### src/rtl/packet_route_port_if.sv
// Stream bus for packet_route_port: one input stream in, CHANNEL_NUMBER-way routed stream out.
// slave is the router side; master is the source/sink side.
interface packet_route_port_if #(
  parameter int unsigned DATA_WIDTH     = 32,
  parameter int unsigned ID_WIDTH       = 4,
  parameter int unsigned CHANNEL_NUMBER = 5
) ();

  logic                      in_tvalid;
  logic                      in_tready;
  logic [DATA_WIDTH-1:0]     in_tdata;
  logic [ID_WIDTH-1:0]       in_tid;
  logic                      in_tlast;

  logic [CHANNEL_NUMBER-1:0] out_tvalid;
  logic [CHANNEL_NUMBER-1:0] out_tready;
  logic [DATA_WIDTH-1:0]     out_tdata;
  logic [ID_WIDTH-1:0]       out_tid;
  logic                      out_tlast;

  modport slave (
    input  in_tvalid, in_tdata, in_tid, in_tlast,
    output in_tready,
    output out_tvalid, out_tdata, out_tid, out_tlast,
    input  out_tready
  );

  modport master (
    output in_tvalid, in_tdata, in_tid, in_tlast,
    input  in_tready,
    input  out_tvalid, out_tdata, out_tid, out_tlast,
    output out_tready
  );

endinterface

### src/rtl/packet_route_port.sv
// XY dimension-order mesh router input port: header-locked packet steering into a 2-entry FIFO.
// Optional ROUTE_PORT_PMU_EN adds per-channel header counters and an output stall counter.
module packet_route_port #(
  parameter int unsigned DATA_WIDTH     = 32,
  parameter int unsigned ID_WIDTH       = 4,
  parameter int unsigned CHANNEL_NUMBER = 5,
  parameter int unsigned MAX_ROUTERS_X  = 4,
  parameter int unsigned MAX_ROUTERS_Y  = 4,
  parameter int unsigned ROUTER_X       = 0,
  parameter int unsigned ROUTER_Y       = 0,
  parameter int unsigned ROUTING_HEADER = 0
) (
  input  logic                         clk,
  input  logic                         rst,
  packet_route_port_if.slave           bus,
  output logic                         err_drop
`ifdef ROUTE_PORT_PMU_EN
  ,
  output logic [CHANNEL_NUMBER*16-1:0] pmu_pkt_cnt,
  output logic [15:0]                  pmu_stall_cnt
`endif
);

  localparam int unsigned XW = (MAX_ROUTERS_X > 1) ? $clog2(MAX_ROUTERS_X) : 1;
  localparam int unsigned YW = (MAX_ROUTERS_Y > 1) ? $clog2(MAX_ROUTERS_Y) : 1;
  localparam int unsigned CW = (CHANNEL_NUMBER > 1) ? $clog2(CHANNEL_NUMBER) : 1;

  localparam logic [CW-1:0] CH_LOCAL = CW'(0);
  localparam logic [CW-1:0] CH_NORTH = CW'(1);
  localparam logic [CW-1:0] CH_EAST  = CW'(2);
  localparam logic [CW-1:0] CH_SOUTH = CW'(3);
  localparam logic [CW-1:0] CH_WEST  = CW'(4);

  typedef enum logic [1:0] {IDLE, PASS, DROP} state_t;

  typedef struct packed {
    logic [DATA_WIDTH-1:0] data;
    logic [ID_WIDTH-1:0]   id;
    logic                  last;
    logic [CW-1:0]         dest;
  } entry_t;

  state_t                    state_q;
  logic [CW-1:0]             dest_q;
  logic                      err_q;

  logic [XW-1:0]             tx_c;
  logic [YW-1:0]             ty_c;
  logic [CW-1:0]             route_c;
  logic [CW-1:0]             push_dest_c;
  logic                      hdr_c;
  logic                      bad_c;
  logic                      ready_c;
  logic                      acc_c;
  logic                      fwd_c;
  logic                      push_c;
  logic                      pop_c;
  entry_t                    new_c;

  entry_t                    slot0_q, slot0_d;
  entry_t                    slot1_q, slot1_d;
  logic [1:0]                cnt_q, cnt_d;
  logic [CHANNEL_NUMBER-1:0] vld_q, vld_d;

  if (DATA_WIDTH > XW + YW) begin : g_unused
    logic unused_c;
    assign unused_c = ^bus.in_tdata[DATA_WIDTH-1:XW+YW];
  end

  // Header decode and XY route selection
  assign tx_c  = bus.in_tdata[XW-1:0];
  assign ty_c  = bus.in_tdata[XW+YW-1:XW];
  assign hdr_c = (bus.in_tid == ID_WIDTH'(ROUTING_HEADER));
  assign bad_c = (32'(tx_c) >= MAX_ROUTERS_X) || (32'(ty_c) >= MAX_ROUTERS_Y);

  always_comb begin
    route_c = CH_LOCAL;
    if (32'(tx_c) > ROUTER_X)      route_c = CH_EAST;
    else if (32'(tx_c) < ROUTER_X) route_c = CH_WEST;
    else if (32'(ty_c) > ROUTER_Y) route_c = CH_SOUTH;
    else if (32'(ty_c) < ROUTER_Y) route_c = CH_NORTH;
  end

  // Beats that are discarded never wait on FIFO space
  always_comb begin
    ready_c = 1'b0;
    case (state_q)
      IDLE:    ready_c = (!hdr_c || bad_c) ? 1'b1 : (cnt_q < 2'd2);
      PASS:    ready_c = (cnt_q < 2'd2);
      DROP:    ready_c = 1'b1;
      default: ready_c = 1'b0;
    endcase
    if (rst) ready_c = 1'b0;
  end

  assign acc_c       = bus.in_tvalid && ready_c;
  assign fwd_c       = ((state_q == IDLE) && hdr_c && !bad_c) || (state_q == PASS);
  assign push_c      = acc_c && fwd_c;
  assign push_dest_c = (state_q == PASS) ? dest_q : route_c;
  assign pop_c       = |(vld_q & bus.out_tready);

  assign new_c = '{data: bus.in_tdata, id: bus.in_tid, last: bus.in_tlast, dest: push_dest_c};

  // Shift FIFO: slot0 is always the head so outputs come straight from registers
  always_comb begin
    slot0_d = slot0_q;
    slot1_d = slot1_q;
    cnt_d   = cnt_q;
    case ({push_c, pop_c})
      2'b10: begin
        if (cnt_q == 2'd0) slot0_d = new_c;
        else               slot1_d = new_c;
        cnt_d = cnt_q + 2'd1;
      end
      2'b01: begin
        slot0_d = slot1_q;
        cnt_d   = cnt_q - 2'd1;
      end
      2'b11: begin
        if (cnt_q == 2'd1) begin
          slot0_d = new_c;
        end else begin
          slot0_d = slot1_q;
          slot1_d = new_c;
        end
      end
      default: ;
    endcase
    vld_d = (cnt_d != 2'd0) ? (CHANNEL_NUMBER'(1) << slot0_d.dest) : '0;
  end

  always_ff @(posedge clk or posedge rst) begin
    if (rst) begin
      slot0_q <= '0;
      slot1_q <= '0;
      cnt_q   <= 2'd0;
      vld_q   <= '0;
    end else begin
      slot0_q <= slot0_d;
      slot1_q <= slot1_d;
      cnt_q   <= cnt_d;
      vld_q   <= vld_d;
    end
  end

  // Packet lock FSM with registered drop pulse
  always_ff @(posedge clk or posedge rst) begin
    if (rst) begin
      state_q <= IDLE;
      dest_q  <= '0;
      err_q   <= 1'b0;
    end else begin
      err_q <= 1'b0;
      case (state_q)
        IDLE: begin
          if (acc_c) begin
            if (!hdr_c) begin
              err_q <= 1'b1;
            end else if (bad_c) begin
              err_q   <= 1'b1;
              state_q <= bus.in_tlast ? IDLE : DROP;
            end else begin
              dest_q  <= route_c;
              state_q <= bus.in_tlast ? IDLE : PASS;
            end
          end
        end
        PASS: if (acc_c && bus.in_tlast) state_q <= IDLE;
        DROP: if (acc_c && bus.in_tlast) state_q <= IDLE;
        default: state_q <= IDLE;
      endcase
    end
  end

  assign bus.in_tready  = ready_c;
  assign bus.out_tvalid = vld_q;
  assign bus.out_tdata  = slot0_q.data;
  assign bus.out_tid    = slot0_q.id;
  assign bus.out_tlast  = slot0_q.last;
  assign err_drop       = err_q;

`ifdef ROUTE_PORT_PMU_EN
  logic [CHANNEL_NUMBER-1:0][15:0] pkt_cnt_q;
  logic [15:0]                     stall_cnt_q;
  logic                            hdr_push_c;
  logic                            stall_c;

  assign hdr_push_c = push_c && (state_q == IDLE);
  assign stall_c    = |(vld_q & ~bus.out_tready);

  // Saturating event counters
  always_ff @(posedge clk or posedge rst) begin
    if (rst) begin
      pkt_cnt_q   <= '0;
      stall_cnt_q <= 16'd0;
    end else begin
      for (int unsigned i = 0; i < CHANNEL_NUMBER; i++) begin
        if (hdr_push_c && (route_c == CW'(i)) && (pkt_cnt_q[i] != 16'hFFFF))
          pkt_cnt_q[i] <= pkt_cnt_q[i] + 16'd1;
      end
      if (stall_c && (stall_cnt_q != 16'hFFFF))
        stall_cnt_q <= stall_cnt_q + 16'd1;
    end
  end

  assign pmu_pkt_cnt   = pkt_cnt_q;
  assign pmu_stall_cnt = stall_cnt_q;
`endif

endmodule

### src/flat_wrapper.sv
// flat-port wrapper written by rule: the top's interface ports become plain ports
module packet_route_port_flat 
#(
  parameter int unsigned DATA_WIDTH     = 32,
  parameter int unsigned ID_WIDTH       = 4,
  parameter int unsigned CHANNEL_NUMBER = 5,
  parameter int unsigned MAX_ROUTERS_X  = 4,
  parameter int unsigned MAX_ROUTERS_Y  = 4,
  parameter int unsigned ROUTER_X       = 0,
  parameter int unsigned ROUTER_Y       = 0,
  parameter int unsigned ROUTING_HEADER = 0
)
  (clk, rst, err_drop, bus_in_tvalid, bus_in_tdata, bus_in_tid, bus_in_tlast, bus_in_tready, bus_out_tvalid, bus_out_tdata, bus_out_tid, bus_out_tlast, bus_out_tready);
  packet_route_port_if #(.DATA_WIDTH(DATA_WIDTH), .ID_WIDTH(ID_WIDTH), .CHANNEL_NUMBER(CHANNEL_NUMBER)) bus_i ();
  input  logic clk;
  input  logic rst;
  output logic err_drop;
  input wire logic [$bits(bus_i.in_tvalid)-1:0] bus_in_tvalid;
  input wire logic [$bits(bus_i.in_tdata)-1:0] bus_in_tdata;
  input wire logic [$bits(bus_i.in_tid)-1:0] bus_in_tid;
  input wire logic [$bits(bus_i.in_tlast)-1:0] bus_in_tlast;
  output wire logic [$bits(bus_i.in_tready)-1:0] bus_in_tready;
  output wire logic [$bits(bus_i.out_tvalid)-1:0] bus_out_tvalid;
  output wire logic [$bits(bus_i.out_tdata)-1:0] bus_out_tdata;
  output wire logic [$bits(bus_i.out_tid)-1:0] bus_out_tid;
  output wire logic [$bits(bus_i.out_tlast)-1:0] bus_out_tlast;
  input wire logic [$bits(bus_i.out_tready)-1:0] bus_out_tready;
  assign bus_i.in_tvalid = bus_in_tvalid;
  assign bus_i.in_tdata = bus_in_tdata;
  assign bus_i.in_tid = bus_in_tid;
  assign bus_i.in_tlast = bus_in_tlast;
  assign bus_in_tready = bus_i.in_tready;
  assign bus_out_tvalid = bus_i.out_tvalid;
  assign bus_out_tdata = bus_i.out_tdata;
  assign bus_out_tid = bus_i.out_tid;
  assign bus_out_tlast = bus_i.out_tlast;
  assign bus_i.out_tready = bus_out_tready;
  packet_route_port #(.DATA_WIDTH(DATA_WIDTH), .ID_WIDTH(ID_WIDTH), .CHANNEL_NUMBER(CHANNEL_NUMBER), .MAX_ROUTERS_X(MAX_ROUTERS_X), .MAX_ROUTERS_Y(MAX_ROUTERS_Y), .ROUTER_X(ROUTER_X), .ROUTER_Y(ROUTER_Y), .ROUTING_HEADER(ROUTING_HEADER)) u_core (.clk(clk), .rst(rst), .bus(bus_i), .err_drop(err_drop));
endmodule
### config.mk
export PLATFORM = sky130hd
export DESIGN_NAME = packet_route_port_flat
export DESIGN_NICKNAME = d
export VERILOG_FILES = /design/src/rtl/packet_route_port_if.sv /design/src/rtl/packet_route_port.sv /design/src/flat_wrapper.sv
export SDC_FILE = /design/constraint.sdc
export NUM_CORES = 1
export LEC_CHECK = 0
export ABC_AREA = 0
export BUFFER_PORTS_ARGS = -buffer_cell sky130_fd_sc_hd__buf_4
export CAP_MARGIN = 40
export CORE_UTILIZATION = 41
export CTS_CLUSTER_SIZE = 16
export DETAILED_ROUTE_END_ITERATION = 8
export PLACE_DENSITY = 0.73
export SYNTH_ARGS = -nofsm -noshare
export SYNTH_HDL_FRONTEND = slang
export SYNTH_SLANG_ARGS = --single-unit
### constraint.sdc
create_clock -name clk -period 3.92 [get_ports clk]
set_clock_uncertainty 0.15 [all_clocks]
set_input_delay 0.588 -clock clk [delete_from_list [all_inputs] [get_ports clk]]
set_output_delay 0.588 -clock clk [all_outputs]
set_load 0.02 [all_outputs]
==> results of run 1 <==
[flip-flops by register name, indices dropped and copies added (netlist names)]
name                   count
u_core.bus.out_tlast       1
u_core.cnt_q               2
u_core.slot1_q            39
u_core.state_q             1
u_core.slot0_q             3
u_core.dest_q              2
u_core.bus.out_tdata      32
u_core.err_drop            1
u_core.bus.out_tvalid      5
u_core.bus.out_tid         4
[power breakdown]
| part | internal [uW] | leakage [uW] | switching, uW | total (uW) |
|---|---|---|---|---|
| logic | 449 | 0.000952 | 503 | 952 |
| registers | 1210 | 0.00118 | 156 | 1370 |
| clock network | 379 | 0.000117 | 335 | 714 |
[worst register-to-register path, cell delays in order, from the launching register on]
cell	delay, ps
sky130_fd_sc_hd__dfrtp_1	430
sky130_fd_sc_hd__nor3b_1	410
sky130_fd_sc_hd__nand2_1	200
sky130_fd_sc_hd__inv_1	130
sky130_fd_sc_hd__ha_1	290
sky130_fd_sc_hd__nor2b_1	310
sky130_fd_sc_hd__or2_2	640
sky130_fd_sc_hd__nand2_1	130
sky130_fd_sc_hd__o21ai_0	100
[cell usage in the layout (no fill, tap or decap), types with 2 or more instances in the layout]
| master | n |
|---|---|
| sky130_fd_sc_hd__buf_12 | 2 |
| sky130_fd_sc_hd__nor2_1 | 8 |
| sky130_fd_sc_hd__clkinv_2 | 3 |
| sky130_fd_sc_hd__a22oi_1 | 39 |
| sky130_fd_sc_hd__nor3_1 | 3 |
| sky130_fd_sc_hd__inv_1 | 5 |
| sky130_fd_sc_hd__ha_1 | 7 |
| sky130_fd_sc_hd__o21ai_0 | 43 |
| sky130_fd_sc_hd__nand2_1 | 47 |
| sky130_fd_sc_hd__a21oi_1 | 4 |
| sky130_fd_sc_hd__or2_2 | 3 |
| sky130_fd_sc_hd__clkbuf_8 | 10 |
| sky130_fd_sc_hd__mux2_2 | 39 |
| sky130_fd_sc_hd__nor2b_1 | 5 |
| sky130_fd_sc_hd__buf_4 | 92 |
| sky130_fd_sc_hd__bufinv_16 | 2 |
| sky130_fd_sc_hd__dfrtp_1 | 90 |
| sky130_fd_sc_hd__inv_6 | 2 |
| sky130_fd_sc_hd__nor3b_1 | 4 |
[cell families after synthesis]
group / share of synthesized area (%)
muxes: 10.9
adders and majority gates: 2.12
and+or+nand+nor: 9.07
AOI/OAI and AO/OA: 14.5
buffers and inverters: 8.95
DFF: 54.4
[metrics by stage]
step                area [um2]  instances  util (%)  worst slack, ps
CTS                       4920        560      50.3              892
finish                    4920        560      50.3              910
floorplan                 4140        373         -              847
global route              4920        560      50.3              492
global placement          4680        543      47.8              375
detailed placement        4700        544      48.0              551
[path summary, 6_finish.rpt]
kind / from / to / slack (ps) / depth (start not counted)
min reg2reg: u_core.bus.out_tdata[18] / u_core.bus.out_tdata[18] / 340 / 2
max: bus_in_tid[3] / u_core.bus.out_tdata[4] / 910 / 10
min in group clk: bus_in_tlast / u_core.state_q[0] / 270 / 2
max reg2reg: u_core.cnt_q[1] / u_core.bus.out_tdata[4] / 1070 / 8
min: rst / u_core.dest_q[0] / 220 / 2
max in group asynchronous: rst / u_core.err_drop / 2590 / 3
[per-layer routing]
metal	track usage (%)	share of wire, %	up-vias
li1	-	-	1376
met4	6.04	1.3	0
met1	20.8	45	1435
met3	4.17	4.7	11
met2	28.6	49	71
met5	0	0	-
[cell type report]
class | instances | area, um2 | area share, %
Inverter | 6 | 23.8 | 0.483
Multi-Input combinational cell | 221 | 1520 | 30.9
Sequential cell | 90 | 2250 | 45.8
Tap cell | 133 | 166 | 3.38
Clock inverter | 6 | 87.6 | 1.78
Timing Repair Buffer | 94 | 731 | 14.8
Clock buffer | 10 | 138 | 2.80
==> results, run 1 <==
- Across every metal layer, demand over resource in global routing totals 16.8%.
- Yosys printed 0 warnings.
- The slew at the pin closest to its max-slew limit is 778 ps.
- The portion of the post-synthesis area used by sequential elements is 54.4%.
- STA puts the critical path data required time at 4040 ps.
- The clock-pin slew on the worst setup and hold paths is 90 ps.
- The largest stage delay on the critical path is 640 ps.
- Pin placement for this block handled 89 I/O pins.
- Data on the critical path arrives at its endpoint at 3130 ps.
- The number of global-route vias before repair is 2830.
- The worst hold path belongs to the class primary input to async pin.
- For this run, the leading register cell type out of synthesis is sky130_fd_sc_hd__dfrtp_1.
- The count of instances resized after the clock tree is built is 0.
- The count of buffers inserted at the top-level ports is 88.
- The area growth from synthesis to layout is 19.0%.
- The number of different library cells in the post-synthesis netlist is 35.
- The post-synthesis register bit count is 90.
- The kind of cell with the highest combined delay on the critical path is simple AND/OR/NAND/NOR gates.
- Summed over all layers, the global routing overflow is 0.
- The cell type with the highest aggregate area in the netlist is sky130_fd_sc_hd__dfrtp_1.
- In this run the post-CTS setup repair buffer count came out at 0.
- The maximum buffer depth of the clock tree is 2.
- Counting both buffers and inverters, the worst setup path holds a total of 2.
- The TritonCTS buffer count is 9.
- CTS placed an instance of sky130_fd_sc_hd__clkbuf_8 at the clock tree root.
- The core region is 9770 um2.
- The H-tree generated during clock tree synthesis spans 3 levels.
- The cts-stage hold buffer count is 0.
- The effective utilization at floorplan is 42.3%.
- The startpoint kind of the worst setup timing path is a primary input.
- The cell area that synthesis handed to floorplanning was 4140 um2.
- CTS saw 90 sinks.
- The type of the worst setup path is primary input to flip-flop.
- The wire length of the first global-routing pass is 13400 um.
- The clock tree from TritonCTS is done.
- For the worst-skew pair, the clock arrives at the later sink with an insertion delay of 350 ps.
- In the routed layout, each cell is associated on average with a via count of 5.17.
- The flow ran to the end, and the final reports show no timing, DRC or antenna violations.
- The portion of synthesized cell area occupied by the leading cell type is 54.4%.
- Among all stages on the critical path, the largest delay is contributed by sky130_fd_sc_hd__or2_2.
- The number of antenna violations at the first check in global routing is 0.
- The post-synthesis average cell area is 11.1 um2.
- The wire length after detailed routing is 8400 um.
- STA classifies the critical path endpoint as a flip-flop.
- The die is 102 um tall.
- For this run, asynchronously set or reset flops after synthesis account for 100%.
- The half-perimeter wire length after placement is 5720 um.
- The power density normalized to cell area is 617 nW/um2.
- The post-route antenna net violation count is 0.
- The floorplan step defined a die boundary enclosing 10500 um2.
- Setup violations remaining at the end of the flow were counted as 0.
- The worst hold slack after final layout is 220 ps.
- By area the synthesized netlist is led by sky130_fd_sc_hd__dfrtp_1 (54%), sky130_fd_sc_hd__mux2_2 (11%), sky130_fd_sc_hd__a22oi_1 (7.1%).
- The DRC violation count after routing is 0.
- The post-layout minimum cycle time is 3010 ps.
- For this design the static power due to leakage is 0.00225 uW.
- The top achievable clock speed is 332 MHz.
- Routability-driven placement finished with a final weighted congestion of 0.747.
- The number of cell rows is 36.
- The max-cap violation count is 0.
- The pin count of the biggest net entering global routing is 48.
- The final setup TNS is 0 ps.
- The number of instances in the synthesized netlist is 373.
- The total count of max-transition violations in the final report came to 0.
- Power comes to 3040 uW.
- In this run the worst path has a maximum fanout of 37.
- The fraction of layout instances using a drive strength above 1 is 37.2%.
- The worst voltage drop across the vdd grid is 0.000218 V.
- The final clock period utilization by the worst path is 76.8%.
- Counting instances in the post-synthesis netlist gives the leading cell types as sky130_fd_sc_hd__dfrtp_1 (90), sky130_fd_sc_hd__nand2_1 (47), sky130_fd_sc_hd__o21ai_0 (43).
- Detailed routing inserted a total of 2893 vias.
- The most common cell in the synthesized netlist is sky130_fd_sc_hd__dfrtp_1.
- The total inserted antenna cells is 0.
- The signal on the critical path passes through buf_4, nor4_1, or2_2, nand2_1, inv_1, ha_1, nor2b_1, or2_2, nand2_1, o21ai_0.
- Setup repair after global routing left no endpoint under its margin.
- The final-stage net count is 474.
- In this run, the number of DRC markers left after iteration 0 of detailed routing was 125.
- The detail-routed net length per standard cell is 15.0 um.
- The worst relative slew slack is 48.1%.
- The floorplan die width is 102 um.
- After filler insertion, the fill cell instance count of the layout stands at 904.
- The detailed-router iteration count before antenna repair is 4.
- Counting flops with a built-in enable in the synthesized netlist gives 0.
- The final-report hold violation count is 0.
- The net count after synthesis is 425.
Power figures use the tool's default switching activity.
==> inputs of run 2 (changes only) <==
- PLACE_DENSITY: 0.73 -> 0.75
- clock period: 3.92 -> 2.6 ns (I/O delays scaled with it)
==> run 2 against run 1 <==
Effect of this change: cell count up 3.0%; sequential share of layout area shrank 1.8 points; routed wire length rose by 1.4%; total power grew 52%; worst hold slack worse by 160 ps.
==> results, run 2 (synthesized netlist as in run 1, its figures left out) <==
- The flow ran to the end, and the final reports show no timing, DRC or antenna violations.
- The nature of the critical path endpoint is a flip-flop.
- The top achievable clock speed is 406 MHz.
- Once the clock tree was built, the setup fixing pass inserted 0 buffers.
- The wire length of the first global-routing pass is 13700 um.
- The startpoint identified for the worst hold timing path is rst.
- The number of cell rows is 36.
- The DRC violation count after routing is 0.
- The die is 102 um wide.
- The leading cell type in the layout, fill and taps excluded is sky130_fd_sc_hd__buf_4.
- The worst setup path is launched from a flip-flop.
- u_core.slot1_q holds more flip-flops than any other register.
- The total clock sinks is 90.
- Before antenna repair, the detailed router went through 4 iterations.
- After detailed routing, the number of vias per cell comes to 5.05.
- The slew at the pin closest to its max-slew limit is 637 ps.
- The core region area is 9770 um2.
- For this block, the initial DRC count from the detailed router was 93.
- At the later pin of the worst-skew pair, clock insertion delay measures 350 ps.
- For this block, the via count after detailed routing is 2912.
- The top cell types in the final layout, fill and taps aside, are sky130_fd_sc_hd__buf_4 (103), sky130_fd_sc_hd__dfrtp_1 (90), sky130_fd_sc_hd__nand2_1 (46).
- Data on the critical path is required at its endpoint by 2700 ps.
- The number of top-level pins is 89.
- The relative area change from synthesis to final layout is 24.0%.
- For this design the ratio of total power to cell area is 900 nW/um2.
- The final-stage net count is 492.
- The number of global-route vias before repair is 2909.
- The cell sitting at the root of the clock tree is a sky130_fd_sc_hd__clkbuf_8.
- The final setup violation count is 0.
- The overall die area is 10500 um2.
- The total inserted antenna cells is 0.
- The effective utilization at floorplan is 42.3%.
- The final-report hold violation count is 0.
- The congestion estimate from routability-driven global placement came to 0.840.
- Fill cells in the final layout number 847.
- In this run the worst path has a maximum fanout of 6.
- The total count of max-transition violations in the final report came to 0.
- The cell with the most instances on the worst path is sky130_fd_sc_hd__nor3b_1.
- The clock passes through at most 2 buffers.
- The global-route usage over all layers is 17.0%.
- Setup repair after global routing left no endpoint under its margin.
- Setup slack on the critical path of the routed design comes to 137 ps.
- The type of the tightest min-delay check is primary input to flip-flop.
- Detailed placement ended at an HPWL of 6060 um.
- The worst hold slack after final layout is 58.0 ps.
- The count of buffer and inverter cells on the critical path is 1.
- The register with the most flip-flops in the layout has 39 of them.
- The TritonCTS buffer count is 9.
- Data arrives at the worst endpoint at 2560 ps.
- After detailed routing, the average wire length per cell comes to 14.8 um.
- Prior to clock tree synthesis, the placed netlist has a worst setup slack of -159 ps.
- Entering global routing, the biggest net connects 46 pins.
- Port buffering added 88 buffers.
- The final clock period utilization by the worst path is 94.7%.
- The beginning of the critical path is u_core.cnt_q[1].
- The number of antenna violations at the first check in global routing was 0.
- The slowest stage cell on the critical path is sky130_fd_sc_hd__dfrtp_1.
- VDD sags by at most 0.000320 V.
- The tool flagged a number of max-cap violations equal to 0.
- The share of the core filled with cells is 52.5%.
- Summed over all layers, the global routing overflow is 0.
- The kind of cell with the highest combined delay on the critical path is simple AND/OR/NAND/NOR gates.
- The count of nets left with antenna violations once routing finished came out at 0.
- The signal on the critical path passes through nor3b_1, nand2_2, inv_1, ha_1, nor2b_2, o21a_1, a221o_1, nor3b_1.
- The clock tree from TritonCTS is done.
- The critical path is of the flip-flop to flip-flop type.
- Of the cells placed in the final design, the portion with a size suffix greater than 1 is 40.5%.
- The H-tree generated during clock tree synthesis spans 3 levels.
- The post-layout minimum cycle time is 2460 ps.
- The worst register-to-register path begins at u_core.cnt_q[1].
- The final setup TNS is 0 ps.
- The height of the die is 102 um.
- In this design, the stage delay of the slowest critical-path cell is 390 ps.
- Clock-pin slew was measured on the worst setup and hold paths at 80 ps.
- The wire length after detailed routing is 8510 um.
- The static power due to leakage is 0.00234 uW.
- The worst relative slew slack is 57.4%.
-- run 2: final timing paths --
| path | end | slack, ps | depth (start not counted) |
|---|---|---|---|
| max in group asynchronous | u_core.bus.out_tdata[30] | 1070 | 4 |
| min in group asynchronous | u_core.cnt_q[1] | 570 | 3 |
| setup / recovery | u_core.bus.out_tvalid[2] | 140 | 8 |
| hold / removal | u_core.err_drop | 60 | 2 |
| setup reg to reg | u_core.bus.out_tvalid[2] | 140 | 8 |
| hold reg to reg | u_core.bus.out_tdata[30] | 330 | 2 |
-- run 2: layer usage --
| metal | part of all wire, % | track usage (%) | up-vias |
|---|---|---|---|
| met1 | 44 | 21.7 | 1428 |
| li1 | - | - | 1412 |
| met2 | 50 | 28.6 | 63 |
| met5 | 0 | 0 | - |
| met4 | 1.7 | 7.25 | 0 |
| met3 | 4.1 | 3.01 | 9 |
-- run 2: power by group --
part           switching [uW]  total [uW]  internal, uW
sequential                226        2060          1830
combinational             819        1650           834
clock                     459         907           448
total                    1500        4620          3110
-- run 2: cell type report --
type	count	area, um2	share of cell area (%)
clock buffers	14	183	3.56
clock inverters	1	7.51	0.146
inverters	6	26.3	0.512
multi-input cells	221	1550	30.2
flip-flops and latches	90	2250	43.9
well taps	133	166	3.25
repair buffers	112	943	18.4
-- run 2: stage by stage --
stage,power [uW],cells,area (um2)
floorplan,3180,373,4160
global placement,3660,561,4910
detailed placement,3740,561,4910
CTS,4650,577,5110
global route,4920,577,5130
finish,4620,577,5130
-- run 2: worst register-to-register path, cell delays in order (launching register included) --
cell and delay (ps):
sky130_fd_sc_hd__dfrtp_1 390, sky130_fd_sc_hd__nor3b_1 380, sky130_fd_sc_hd__nand2_2 130, sky130_fd_sc_hd__inv_1 120, sky130_fd_sc_hd__ha_1 270, sky130_fd_sc_hd__nor2b_2 270, sky130_fd_sc_hd__o21a_1 140, sky130_fd_sc_hd__a221o_1 240
sky130_fd_sc_hd__nor3b_1 280
-- run 2: what timing repair did --
action / CTS / global route
setup endpoints to repair: 0 / 16
hold buffers: 1 / 0
resized for setup: 0 / 5
endpoints found under the hold margin: 12 / 0
